<file path="src/rtl/dl_replay_ctrl.sv">
// rtl/dl_replay_ctrl.sv - TX data link sequencing and replay controller (optional stats: DL_REPLAY_STATS_EN)
module dl_replay_ctrl #(
    parameter int         REPLAY_TIMEOUT  = 711,
    parameter int         MAX_OUTSTANDING = 2048,
    parameter logic [7:0] ACK_TYPE        = 8'h00,
    parameter logic [7:0] NAK_TYPE        = 8'h10
) (
    input  logic        clk,
    input  logic        reset,
    input  logic        tx_tlp_sent,
    output logic [11:0] tx_seq_num,
    output logic        tlp_accept_en,
    input  logic [31:0] dllp,
    input  logic        dllp_valid,
    output logic        purge_valid,
    output logic [11:0] purge_seq,
    output logic        replay_req,
    output logic [11:0] replay_start_seq,
    output logic [11:0] replay_len,
    input  logic        replay_ack,
    input  logic        replay_done,
    output logic        retrain_req,
    output logic        dllp_err,
    output logic [11:0] outstanding
`ifdef DL_REPLAY_STATS_EN
    ,
    output logic [15:0] replay_count,
    output logic [15:0] nak_count
`endif
);

    localparam int              TW         = $clog2(REPLAY_TIMEOUT + 1);
    localparam logic [TW-1:0]   TIMER_LAST = TW'(REPLAY_TIMEOUT - 1);
    localparam logic [12:0]     MAX_OUT    = 13'(MAX_OUTSTANDING);

    typedef enum logic [1:0] {IDLE, REPLAY, WAIT_DONE} state_t;

    state_t        state, state_nxt;
    logic [11:0]   next_seq, acked_seq;
    logic [TW-1:0] timer, timer_nxt;
    logic [1:0]    replay_num;

    logic [11:0]   ack_s, ack_d, acked_nxt, next_seq_nxt, outst_nxt;
    logic          is_ack, is_nak, ack_nak, win_ok, dl_ok, progress;
    logic          tx_take, replay_enter, replay_go;
    logic [1:0]    rn_base;

    // Upper DLLP bits carry fields this block does not use
    logic unused_dllp_bits;
    assign unused_dllp_bits = ^dllp[23:12];

    assign tx_seq_num    = next_seq;
    assign outstanding   = next_seq - 12'd1 - acked_seq;
    assign tlp_accept_en = (state == IDLE) && ({1'b0, outstanding} < MAX_OUT);
    assign replay_req    = (state == REPLAY);

    // ACK/NAK decode, window check and post-update sequence values
    always_comb begin
        ack_s        = dllp[11:0];
        ack_d        = ack_s - acked_seq;
        is_ack       = dllp_valid && (dllp[31:24] == ACK_TYPE);
        is_nak       = dllp_valid && (dllp[31:24] == NAK_TYPE);
        ack_nak      = is_ack || is_nak;
        win_ok       = (ack_d <= outstanding);
        dl_ok        = ack_nak && win_ok;
        progress     = dl_ok && (ack_d != 12'd0);
        tx_take      = tx_tlp_sent && tlp_accept_en;
        acked_nxt    = progress ? ack_s : acked_seq;
        next_seq_nxt = next_seq + {11'd0, tx_take};
        outst_nxt    = next_seq_nxt - 12'd1 - acked_nxt;
        rn_base      = progress ? 2'd0 : replay_num;
    end

    // Next-state, replay scheduling and replay timer
    always_comb begin
        state_nxt    = state;
        timer_nxt    = timer;
        replay_enter = 1'b0;
        replay_go    = 1'b0;
        case (state)
            IDLE: begin
                if (is_nak && dl_ok) begin
                    replay_enter = 1'b1;
                end else if ((timer == TIMER_LAST) && !progress) begin
                    replay_enter = 1'b1;
                end
                if (replay_enter || progress || (outstanding == 12'd0)) begin
                    timer_nxt = '0;
                end else begin
                    timer_nxt = timer + TW'(1);
                end
                // An empty replay window needs no retry buffer work
                if (replay_enter && (outst_nxt != 12'd0)) begin
                    replay_go = 1'b1;
                    state_nxt = REPLAY;
                end
            end
            REPLAY: begin
                if (progress) timer_nxt = '0;
                if (replay_ack) begin
                    if (replay_done) begin
                        state_nxt = IDLE;
                        timer_nxt = '0;
                    end else begin
                        state_nxt = WAIT_DONE;
                    end
                end
            end
            WAIT_DONE: begin
                if (progress) timer_nxt = '0;
                if (replay_done) begin
                    state_nxt = IDLE;
                    timer_nxt = '0;
                end
            end
            default: begin
                state_nxt = IDLE;
                timer_nxt = '0;
            end
        endcase
    end

    // State, sequence tracking and pulse outputs
    always_ff @(posedge clk) begin
        if (reset) begin
            state            <= IDLE;
            next_seq         <= 12'd0;
            acked_seq        <= 12'hFFF;
            timer            <= '0;
            replay_num       <= 2'd0;
            purge_valid      <= 1'b0;
            purge_seq        <= 12'd0;
            dllp_err         <= 1'b0;
            retrain_req      <= 1'b0;
            replay_start_seq <= 12'd0;
            replay_len       <= 12'd0;
        end else begin
            state       <= state_nxt;
            next_seq    <= next_seq_nxt;
            acked_seq   <= acked_nxt;
            timer       <= timer_nxt;
            purge_valid <= progress;
            dllp_err    <= ack_nak && !win_ok;
            retrain_req <= replay_enter && (rn_base == 2'd3);
            replay_num  <= replay_enter ? rn_base + 2'd1 : rn_base;
            if (progress) purge_seq <= ack_s;
            if (replay_enter) begin
                replay_start_seq <= acked_nxt + 12'd1;
                replay_len       <= outst_nxt;
            end
        end
    end

`ifdef DL_REPLAY_STATS_EN
    // Saturating replay and NAK statistics
    always_ff @(posedge clk) begin
        if (reset) begin
            replay_count <= 16'd0;
            nak_count    <= 16'd0;
        end else begin
            if (replay_go && (replay_count != 16'hFFFF)) replay_count <= replay_count + 16'd1;
            if (is_nak && dl_ok && (nak_count != 16'hFFFF)) nak_count <= nak_count + 16'd1;
        end
    end
`endif

endmodule

</file>
<file path="config.mk">
export PLATFORM = sky130hd
export DESIGN_NAME = dl_replay_ctrl
export DESIGN_NICKNAME = d
export VERILOG_FILES = /design/src/rtl/dl_replay_ctrl.sv
export SDC_FILE = /design/constraint.sdc
export NUM_CORES = 1
export LEC_CHECK = 0
export CAP_MARGIN = 0
export CORE_ASPECT_RATIO = 1.75
export CORE_MARGIN = 4
export CORE_UTILIZATION = 40
export CTS_CLUSTER_SIZE = 20
export DETAILED_ROUTE_END_ITERATION = 8
export PLACE_DENSITY = 0.72
export RECOVER_POWER = 100
export SYNTH_ARGS = -nofsm -noshare
export SYNTH_HDL_FRONTEND = slang
export SYNTH_SLANG_ARGS = --single-unit
</file>
<file path="constraint.sdc">
create_clock -name clk -period 10 [get_ports clk]
set_input_delay 3 -clock clk [delete_from_list [all_inputs] [get_ports clk]]
set_output_delay 3 -clock clk [all_outputs]
set_load 0.03 [all_outputs]
</file>
### Yosys cells after proc, flatten, opt, wreduce, memory -nomap -nowiden

Index checks and enable logic that the tools add are counted.
W data, S select, Z words.

| storage, ports and cells | value |
|---|---|
| flip-flop bits (word level) | 77 |
| input port bits | 38 |
| logic and storage cells | 69 |

| cells by class | value |
|---|---|
| add/sub/neg operators | 9 |
| magnitude comparators | 2 |
| equality and inequality tests | 8 |
| multiplexer cells | 17 |
| reduce and logical (&&, ||, !) cells | 22 |

Operators by type and width:

| kind | count |
|---|---|
| $mux W10 | 4 |
| $sub A12 B12 Y12 | 3 |
| $pmux W10 S3 | 1 |
| $reduce_bool A12 Y1 | 2 |
| $sub A12 B1 Y12 const B | 2 |
| $add A12 B1 Y12 | 1 |
| $add A12 B1 Y12 const B | 1 |
| $le A12 B12 Y1 | 1 |
| $logic_not A12 Y1 | 1 |
| $lt A12 B12 Y1 const B | 1 |
| $mux W12 | 1 |
| $mux W2 | 6 |
| $logic_and A1 B1 Y1 | 11 |
| $add A10 B1 Y10 const B | 1 |
| $eq A10 B10 Y1 const B | 1 |
| $eq A8 B5 Y1 const B | 1 |
| $logic_not A8 Y1 | 1 |
| $pmux W2 S3 | 1 |
| $eq A2 B2 Y1 const B | 2 |
| $mux W1 | 4 |
| $ne A2 B1 Y1 const B | 2 |
| $logic_or A1 B1 Y1 | 3 |
| $reduce_and A3 Y1 | 1 |
| $add A2 B1 Y2 const B | 1 |
| other kinds (4) | 5 |

### Longest topological paths before layout

| depth | value |
|---|---|
| word-level depth | 14 |
| gate-level depth with buffers | 37 |
| mapped depth without buffers | 34 |

### Worst setup path after synthesis

Ideal clock, no wire load.

| timing | value |
|---|---|
| kind | input port to flip-flop |
| start point | input dllp[0] |
| end point | register state[0] |
| setup time | 0.128 ns |
| arrival time | 8.913 ns |
| setup slack | 0.959 ns |
| stages on the path | 31 |
| buffers on the path | 3 |
| cells stage by stage | inv_1 -> ha_1 -> fa_1 -> nor2b_1 -> o2111ai_1 -> a31oi_1 -> a31oi_1 -> nor3_2 -> inv_1 -> ha_1 -> nand4_1 -> nor4b_1 -> a21oi_1 -> nand2_1 -> nand3_1 -> a31o_1 -> buf_6 -> buf_6 -> clkbuf_1 -> nor2_1 -> a21oi_1 -> ha_1 -> or4_1 -> o31ai_1 -> o32ai_2 -> a221oi_2 -> o31ai_2 -> maj3_1 -> a21oi_1 -> xor2_1 -> a31oi_1 |

| on the way | value |
|---|---|
| word-level cells in the longest chain between the ends | 12 |
| elaborated cells on any way between the ends | 17 |
| those cells by class | add/sub: 2; order compare: 1; eq/ne: 1; mux: 4; reduce/logical: 9 |

RTL lines:

| what | line | RTL |
|---|---|---|
| from (decl) | 13 | `input logic [31:0] dllp,` |
| parallel branches: the longest is 9 deep, another holds $sub A12 B12 Y12 | n/a |  |
| $logic_and A1 B1 Y1 * | 93 | `if (replay_enter && (outst_nxt != 12'd0)) begin` |
| $ne A2 B1 Y1 (no source line) * | n/a |  |
| $reduce_and A3 Y1 (no source line) * | n/a |  |
| to (signal assigned) | 138 | `state <= state_nxt;` |
| to (decl) | 38 | `state_t state, state_nxt;` |

Mark *: on every way between the ends. The select of a mux whose other input is x is not followed.
A chain may end at the register's enable or synchronous reset.

### Worst setup path in the final report

Ends and elaborated chain as after synthesis.

==> qor_table.md <==
| Stage | Result | Reported |
|---|---|---|
| outcome | Status | finished clean |
| grt | Largest net degree at the start of global routing | 47 |
| sta | Final Critical Period | 9.40 ns |
| worst setup path | Type of the worst setup path | input pin to flip-flop |
| grt | First-pass GRT wire length | 25.6 mm |
| die | Io pins | 103 |
| worst setup path | Register-to-register path setup slack | 2.77 ns |
| min path | WHS Endpoint | replay_start_seq[11] |
| grt | Total congestion overflow | 0 |
| logic synthesis | Number of distinct standard cells referenced by the synthesized netlist | 75 |
| final layout | Share of final-layout standard cells stronger than drive strength 1 | 6.56% |
| route | Vias after detailed routing | 5,231 |
| clock tree | Number of gates resized after CTS | 0 |
| die | Die Height | 163 um |
| final layout | Final-stage net count | 873 |
| min path | Beginning of the worst hold path | replay_start_seq[11] |
| logic synthesis | Post-synth top area share | 28.0% |
| worst setup path | Setup crit end kind | flip-flop |
| worst setup path | Reg2reg start | acked_seq[1] |
| logic synthesis | Post-synthesis cell area | 5500 um^2 |
| final layout | ANT cells | 0 |
| route | Detailed Route Iter0 Violations | 279 |
| die | Cell Rows | 56 |
| min path | Worst hold-check path type | flip-flop to flip-flop |
| final layout | Most common library cell in the layout ignoring fill and taps | sky130_fd_sc_hd__nand2_1 |
| route | Final routed wirelength across all metal layers | 15.6 mm |
| logic synthesis | Most used flip-flop cell after synthesis | sky130_fd_sc_hd__dfxtp_1 |
| placed design | Placer's final routability congestion estimate | 0.883 |
| logic synthesis | Number of register bits inferred by synthesis | 77 |
| sta | Unrepaired setup endpoints after global routing | no |
| final layout | Sequential cell area | 1540 um^2 |
| sta | Number of max-slew violations in the final report | 0 |
| clock tree | TritonCTS clock tree | built |
| clock tree | Clock H-tree levels | 3 |
| die | Die Outline Area | 15,800 um^2 |
| power | Worst IR drop on VDD | 75.0 uV |
| power | Power Dens Cells | 103 nW/um^2 |
| grt | Global-route total usage across every layer | 20.1% |
| worst setup path | Arr. time, crit path | 9.60 ns |
| route | Via-per-instance ratio | 5.41 |
| sta | Achievable clock frequency | 106 MHz |
| logic synthesis | Cell type with the highest aggregate area in the netlist | sky130_fd_sc_hd__dfxtp_1 |
| clock tree | Library cell used as clock root buffer | sky130_fd_sc_hd__clkbuf_16 |
| sta | Slew of the pin with the lowest slew margin | 1.08 ns |
| sta | Setup-failing EPs final | 0 |
| clock tree | Number of buffers created by CTS | 9 |
| worst setup path | Required time at the worst-slack endpoint | 10.20 ns |
| route | Number of routed nets with antenna violations | 0 |
| route | TritonRoute pass-1 iters | 5 |
| logic synthesis | Post-Synthesis Net Count | 767 |
| worst setup path | Depth of the worst register-to-register path | 32 |
| placed design | Half-perimeter wire length of the detailed placement result | 12.4 mm |
| logic synthesis | Most area-consuming cells after synthesis | sky130_fd_sc_hd__dfxtp_1 (28%), sky130_fd_sc_hd__ha_1 (10%), sky130_fd_sc_hd__nand2_1 (6.3%) |
| final layout | Filler cells | 1,325 |
| grt | Antenna violations before repair | 0 |
| clock tree | Clock Sinks | 77 |
| placed design | Total instance count after detailed placement | 951 |
| logic synthesis | Post-Synthesis Mean Instance Area | 8.06 um^2 |
| final layout | Leading cell types in the layout, fill and taps excluded | sky130_fd_sc_hd__nand2_1 (92), sky130_fd_sc_hd__dfxtp_1 (77), sky130_fd_sc_hd__dlygate4sd3_1 (66) |
| sta | Clock Skews | 0.00805 ns |
| die | Initial standard-cell utilization of the core | 40.9% |
| logic synthesis | Post-synthesis async set-or-reset flop share | 0% |
| clock tree | Clock Latency Late Sink | 0.35 ns |
| worst setup path | Slowest-stage cell, CP | sky130_fd_sc_hd__or4_1 |
| sta | Final period util | 94.0% |
| die | Core Area | 13,500 um^2 |
| logic synthesis | EDFF count, synth | 0 |
| sta | Count of final hold-check violations | 0 |
| power | Overall power after layout | 0.000716 W |
| worst setup path | Worst flop-to-flop path endpoint | state[0] |
| placed design | Number of I/O port buffers | 90 |
| worst setup path | Maximum fanout along the worst path | 5 |
| min path | Cell depth of the worst min-delay path | 2 |
| die | Die width | 96.6 um |
| worst setup path | Kind of start point of the critical path | input pin |
| job | Max-capacitance violation count | 0 |
| final layout | Area used by multi-input combinational logic | 3660 um^2 |
| clock tree | Post-CTS setup-driven buffer insertion count | 0 |
| sta | Final sum of negative setup slack | 0 ns |
| route | Detailed-route wire length per cell | 16.1 um |
| final layout | Post-layout util | 51.5% |
| sta | Remaining max-slew budget at the tightest pin | 28.0% |
| power | Static leakage | 3.10 nW |
| worst setup path | Longest individual stage delay on the worst path | 0.54 ns |
| sta | Hold_ws | 0.448 ns |
| clock tree | Hold Buf Count CTS | 0 |
| route | DRC errors left | 0 |
| logic synthesis | Register area share after synthesis | 28.0% |
| final layout | Cell Count, Final, Fillers Out | 967 |
| grt | Vias in the first global route | 5,230 |
| logic synthesis | Number of warning messages in the yosys log | 0 |
| clock tree | Maximum buffer depth of the clock tree | 2 |
| final layout | Layout overhead on the synthesized area | 25.9% |
| clock tree | Clock Pin Slew Worst Setup and Hold Paths | 0.06 ns |
| logic synthesis | Gate count of the mapped netlist | 682 |
==> flip-flops by register name, indices dropped and copies added (netlist names) <==
| register | cells |
|---|---|
| retrain_req | 1 |
| purge_valid | 1 |
| purge_seq | 12 |
| dllp_err | 1 |
| replay_num | 2 |
| replay_start_seq | 12 |
| timer | 10 |
| acked_seq | 12 |
| state | 2 |
| replay_len | 12 |
| tx_seq_num | 12 |
==> through the flow <==
step           area (um^2)  setup WS, ns
2_1_floorplan         5500         0.959
3_3_place_gp          6710         0.365
3_5_place_dp          6710         0.338
4_1_cts               6990         0.607
5_1_grt               6920         0.114
6_report              6920         0.599
==> power breakdown <==
| part | switching [W] | internal (W) | total (W) |
|---|---|---|---|
| sequential | 0.00000358 | 0.000309 | 0.000313 |
| clock | 0.000146 | 0.000172 | 0.000318 |
| combinational | 0.0000485 | 0.0000375 | 0.0000860 |
==> final cells by class <==
cell class | count | share of cell area (%)
Timing Repair Buffer | 114 | 15.1
Tap cell | 174 | 3.15
Clock buffer | 9 | 3.25
Inverter | 47 | 2.55
Clock inverter | 7 | 0.795
Multi-Input combinational cell | 539 | 52.9
Sequential cell | 77 | 22.3
==> cell usage after synthesis, types with 15 or more instances <==
| library cell | count |
|---|---|
| sky130_fd_sc_hd__nand2_1 | 92 |
| sky130_fd_sc_hd__dfxtp_1 | 77 |
| sky130_fd_sc_hd__a21oi_1 | 56 |
| sky130_fd_sc_hd__inv_1 | 47 |
| sky130_fd_sc_hd__ha_1 | 45 |
| sky130_fd_sc_hd__nor2_1 | 39 |
| sky130_fd_sc_hd__xnor2_1 | 32 |
| sky130_fd_sc_hd__and2_1 | 22 |
| sky130_fd_sc_hd__nand3_1 | 20 |
| sky130_fd_sc_hd__xor2_1 | 18 |
| sky130_fd_sc_hd__and3_1 | 16 |
| sky130_fd_sc_hd__o21ai_0 | 16 |
| sky130_fd_sc_hd__clkbuf_1 | 15 |
| sky130_fd_sc_hd__nor3_1 | 15 |
==> kinds of logic (layout without fill, tap and decap cells) <==
kind of cell	count (synthesis)	count (layout)	synth area share (%)
muxes	11	11	2.16
DFF	77	77	28.0
AOI/OAI and AO/OA	168	168	21.5
xor gates and xnor gates	50	50	7.97
buffers and inverters	66	177	4.80
adders and majority gates	48	48	11.2
and+or+nand+nor	262	262	24.4
==> critical path: cells and delay by family <==
kind                       cells  cell delay [ns]
buffers and inverters          4             0.87
and+or+nand+nor                8             1.81
AOI/OAI and AO/OA             12             2.04
xor gates and xnor gates       1             0.29
adders and majority gates      5             1.58
==> how the worst max path moves through the flow <==
stage               endpoint     from  cells after the start
floorplan           state[0]  dllp[0]                     31
global placement    state[0]  dllp[0]                     30
detailed placement  state[0]  dllp[0]                     30
CTS                 state[0]  dllp[0]                     30
global route        state[0]  dllp[0]                     30
finish              state[0]  dllp[0]                     30
==> metal layers <==
layer | vias up | GRT usage (%) | routed length (um)
met4 | 0 | 8.95 | 548
met5 | - | 0 | 0
met3 | 33 | 3.42 | 521
met1 | 2440 | 21.1 | 6080
met2 | 125 | 38.6 | 8450
li1 | 2633 | - | -
(Power assumes the default switching activity.)
